File: src/rtl/uni_pkg.sv
// Shared width constants and Gray-code conversion helpers for the uni block.
// The helpers work on a zero-extended word and mask the result to w bits.
package uni_pkg;

  localparam int UNI_WIDTH     = 4;
  localparam int UNI_MAX_WIDTH = 32;

  typedef logic [UNI_MAX_WIDTH-1:0] uni_word_t;

  typedef enum logic {
    MODE_B2G = 1'b0,
    MODE_G2B = 1'b1
  } uni_mode_t;

  function automatic uni_word_t width_mask(input int w);
    uni_word_t m;
    if (w >= UNI_MAX_WIDTH) m = '1;
    else                    m = (uni_word_t'(1) << w) - uni_word_t'(1);
    return m;
  endfunction

  function automatic uni_word_t bin2gray(input uni_word_t x, input int w);
    return (x ^ (x >> 1)) & width_mask(w);
  endfunction

  // Prefix XOR from the top bit down; zero-extended bits above w leave it unaffected.
  function automatic uni_word_t gray2bin(input uni_word_t g, input int w);
    uni_word_t r;
    r = '0;
    r[UNI_MAX_WIDTH-1] = g[UNI_MAX_WIDTH-1];
    for (int i = UNI_MAX_WIDTH - 2; i >= 0; i--) begin
      r[i] = r[i+1] ^ g[i];
    end
    return r & width_mask(w);
  endfunction

endpackage

File: src/rtl/uni_conv.sv
// Combinational mode-selected conversion: b=0 binary-to-Gray, b=1 Gray-to-binary.
// Zero latency, no handshake.
module uni_conv
  import uni_pkg::*;
#(
  parameter int WIDTH = UNI_WIDTH
) (
  input  logic [WIDTH-1:0] a,
  input  logic             b,
  output logic [WIDTH-1:0] y
);

  always_comb begin
    y = '0;
    if (uni_mode_t'(b) == MODE_G2B) begin
      y = WIDTH'(gray2bin(UNI_MAX_WIDTH'(a), WIDTH));
    end else begin
      y = WIDTH'(bin2gray(UNI_MAX_WIDTH'(a), WIDTH));
    end
  end

endmodule

File: src/rtl/uni.sv
// Registered binary/Gray converter; 1-cycle latency, new result every edge, no backpressure.
// Asynchronous active-low reset clears the output register immediately.
module uni
  import uni_pkg::*;
#(
  parameter int WIDTH = UNI_WIDTH
) (
  input  logic             clk,
  input  logic             rst_n,
  input  logic [WIDTH-1:0] a,
  input  logic             b,
  output logic [WIDTH-1:0] c
);

  logic [WIDTH-1:0] conv_dat;

  uni_conv #(.WIDTH(WIDTH)) u_conv (
    .a (a),
    .b (b),
    .y (conv_dat)
  );

  always_ff @(posedge clk or negedge rst_n) begin
    if (!rst_n) c <= '0;
    else        c <= conv_dat;
  end

endmodule

File: config.mk
export PLATFORM = sky130hd
export DESIGN_NAME = uni
export DESIGN_NICKNAME = d
export VERILOG_FILES = /design/src/rtl/uni_pkg.sv /design/src/rtl/uni_conv.sv /design/src/rtl/uni.sv
export SDC_FILE = /design/constraint.sdc
export NUM_CORES = 1
export LEC_CHECK = 0
export CAP_MARGIN = 0
export CORE_AREA = 4 4 41 43
export CTS_BUF_LIST = sky130_fd_sc_hd__clkbuf_8
export DETAILED_ROUTE_END_ITERATION = 16
export DIE_AREA = 0 0 45 47
export PLACE_DENSITY = 0.4
export SYNTH_ARGS = -nofsm -noshare
export SYNTH_HDL_FRONTEND = slang
export SYNTH_HIERARCHICAL = 1
export SYNTH_SLANG_ARGS = --single-unit
File: constraint.sdc
create_clock -name clk -period 0.8 [get_ports clk]
set_input_delay 0.16 -clock clk [delete_from_list [all_inputs] [get_ports clk]]
set_output_delay 0.16 -clock clk [all_outputs]
set_load 0.01 [all_outputs]
Word level (Yosys, flattened, before mapping):

Index checks and enable logic that the tools add are counted.

* register bits: 4
* bits in latches: 0
* memory bits (writable): 0
* ROM bits: 0
* bits of input ports: 7
* output and inout port bits: 4
* memories kept: 0

* add/subtract/negate cells: 0
* $mul: 0
* divide/modulo/power cells: 0
* order comparisons: 0
* equality and inequality tests: 0
* shift-type cells: 0
* muxes and demuxes: 3
* bitwise logic cells: 6
* reduce and logical (&&, ||, !) cells: 0

Operators with widths (number)
* 4-bit two-way mux: 3
* 4-bit AND: 2
* 4-bit by 3-bit XOR with 4-bit output: 1
* 1-bit XOR: 3

Depth between registers and ports, before layout:

* depth after elaboration: 5
* gate-level depth with buffers: 3
* mapped depth without buffers: 3

By module:

The synthesis kept the hierarchy.

By module, submodules not included
* uni: instances 1, cells an instance 4, area an instance 100.1 µm², sequential area each 100.1 µm²
* uni_conv: instances 1, cells an instance 8, area an instance 58.8 µm², sequential area each 0.0 µm²

Worst setup path before layout:

No wires, ideal clock.

* kind: in2reg
* from: input port a[3]
* to: register c[0]
* library setup time: 0.125 ns
* data arrival time: 0.502 ns
* data required time: 0.675 ns
* slack: 0.174 ns
* stages: 3
* path buffers: 0
* cell sequence: xor2_1 > nand2_1 > xnor2_1

* longest elaborated chain between the ends: 5

Ends and longest elaborated chain
* start: declaration: RTL line uni.sv:10 `input logic [WIDTH-1:0] a,`
* 1-bit XOR (3 in series): RTL line uni_pkg.sv:32 `r[i] = r[i+1] ^ g[i];`
* 4-bit AND: RTL line uni_pkg.sv:34 `return r & width_mask(w);`
* 4-bit two-way mux: RTL line uni_conv.sv:15 `if (uni_mode_t'(b) == MODE_G2B) begin`
* net conv_dat[0]: RTL line uni.sv:15 `logic [WIDTH-1:0] conv_dat;`
* end signal: assignment: RTL line uni.sv:25 `else c <= conv_dat;`
* end: declaration: RTL line uni.sv:12 `output logic [WIDTH-1:0] c`

The timed path passes the listed nets, and every way through them passes these cells.

Final worst setup path:

* from: register c[1]
* to: output port c[1]

No word-level cell between the ends.

==> results.yml <==
run_status:
  status: "finished, violations left"
  violations: "setup timing"
cts:
  cts_buffer_depth: 2
  tritoncts: "done"
  root_buffer: "clkbuf_8"
  clkSlewWorstSetupHoldPaths_ps: 30
  numCtsBuffers: 3
  htree_num_levels: 1
  cts_hold_buf: 0
  cts_sinks: 4
sta:
  drv_slew: 0
  rsz0062_at_grt: "yes"
  max_slew.worst_pin.slew_ps: 175
  setup_tns_ps: -195
  min_period_over_period_pct: 107
  min_period_ps: 852
  clock.fmax_mhz: 1170
  hold_viol: 0
  finalSetupViolCount: 4
  slew_headroom_pct: 88.3
  worst_slack_ps: -52.3
critical_path:
  worstPathRequired_ps: 640
  crit_path_cell_trace: "buf_2"
  cp-start-kind: "register"
  crit_fanout: 1
  critical_path_arrival_ps: 690
  cpPeakStageDelay_ps: 350
  critical_path_buf_inv_count: 1
  crit_path_top_delay_cell: "dfrtp_1"
  cp-end-kind: "output port"
  crit_type: "register to output port"
  path_delay_family: "flip-flops"
global_routing:
  grt_max_degree: 5
  grt_antenna_before_repair: 0
  globalRoute.busiestLayer: "met4"
  grt_overflow: 0
  globalRouteMet2Util_pct: 2.82
  grt_usage_pct: 3.97
  grt_pass1_wl_um: 420
  grt_util_met1_pct: 3.46
  met3_usage_pct: 0.383
  grt_pass1_vias: 134
floorplanning:
  die_y_um: 47
  fp.dieW_um: 45
  start_util_pct: 12.2
  std_cell_rows: 13
  ios: 11
  fp.coreArea_mm2: 0.00130
  dieArea_mm2: 0.00212
synth:
  synth_xor_area_share_pct: 27.6
  synth-simple-area-share_pct: 4.72
  synth_compound_area_share_pct: 0
  synth_area_leaders: "dfrtp_1, xor2_1, xnor2_1"
  synth_fa_ha_area_share_pct: 0
  yosysWarningCount: 6
  synth_top_family_by_area: "XOR/XNOR gates"
  synthCells: 12
  netlist.area_leader.share_pct: 63.0
  synth_largest_area_cell: "dfrtp_1"
  synth-seq-area-share_pct: 63.0
  synth.avg_cell_area_um2: 13.2
  synth_cell_types: 5
  synth.area.mux_share_pct: 0
  syn-cell-area_um2: 159
  synth-seq-cells: 4
  syn_nets: 19
power:
  power_uw: 769
  sequentialPowerShare_pct: 30.2
  netSwitchingFraction_pct: 19.6
  p_switching_uw: 150
  p_int_uw: 619
  power.leakage_nw: 0.162
  powerDensity_mw_per_mm2: 2400
  irDropWorstVdd_mv: 0.375
  clkPwrFrac_pct: 54.0
  combPwrFrac_pct: 15.8
cells_and_area:
  final_nets: 37
  drive_gt1_share_pct: 39.3
  antenna_cells: 0
  fin_cells: 43
  largest_registers: "c: 4 flops"
  final_cell_mix: "dfrtp_1, buf_2, buf_4"
  area_delta_synth_final_pct: 102
  top_register: "c"
  largest_reg_flops: 4
  nFillCells: 152
drt:
  ant_nets: 0
  routed_wl_um: 330
  wl_per_cell_um: 7.67
  dr.pass1.iters: 3
  via_per_inst: 3.05
  drc: 0
  drt_iter0_markers: 1
  num_vias: 131
placement:
  numPortBuffers: 10
  dp_cells: 39
  gp_congestion: 0.593
  pre_cts_slack_ps: -386
job:
  maxCapViolations: 0
min_path:
  hp-class: "input pin to async pin"
[cells in the mapped netlist]
master and number:
dfrtp_1 4, xor2_1 3, nand2_1 2, xnor2_1 2
buf_4 1
[power groups by stage]
| stage | Clock (mW) | Combinational, mW | Sequential (mW) |
|---|---|---|---|
| after floorplan | 0 | 0.0320 | 0.250 |
| after global placement | 0 | 0.147 | 0.235 |
| after detailed placement | 0 | 0.146 | 0.236 |
| after CTS | 0.433 | 0.124 | 0.233 |
| after global routing | 0.437 | 0.133 | 0.235 |
| final | 0.415 | 0.121 | 0.232 |
[cell type report]
type	count	area, µm²	share of cell area [%]
multi-input combinational	7	51.3	16.0
clock buffer	3	41.3	12.9
timing repair buffer	14	109	34.0
sequential	4	100	31.3
tap	15	18.8	5.86
[what timing repair did]
action | in CTS | in global routing
pin swaps | 3 | 1
resized for setup | 19 | 1
endpoints found under the setup margin | 7 | 5
setup buffers | 1 | 0
[per-layer routing]
layer | wire length, µm | vias to the layer above
met5 | 0 | -
met4 | 42 | 0
met3 | 64 | 4
met2 | 97 | 14
met1 | 126 | 45
li1 | - | 68
[cells by family after synthesis]
logic type / count (synthesis)
xor gates and xnor gates: 5
and+or+nand+nor: 2
DFF: 4
buffers and inverters: 1
[through the flow]
step	util [%]	hold slack [ps]	area [µm²]
global route	24.6	170	320
floorplan	-	-136	159
finish	24.6	144	320
CTS	24.4	142	318
global placement	22.5	371	293
detailed placement	22.5	369	293
[final timing paths]
kind / slack [ps] / start / to / depth (start not counted)
max: -50 / c[1] / c[1] / 1
min: 140 / rst_n / c[3] / 1
max in group asynchronous: 500 / rst_n / c[0] / 1
min in group clk: 280 / a[0] / c[0] / 3
No activity file was read; power rests on OpenSTA's default activity.
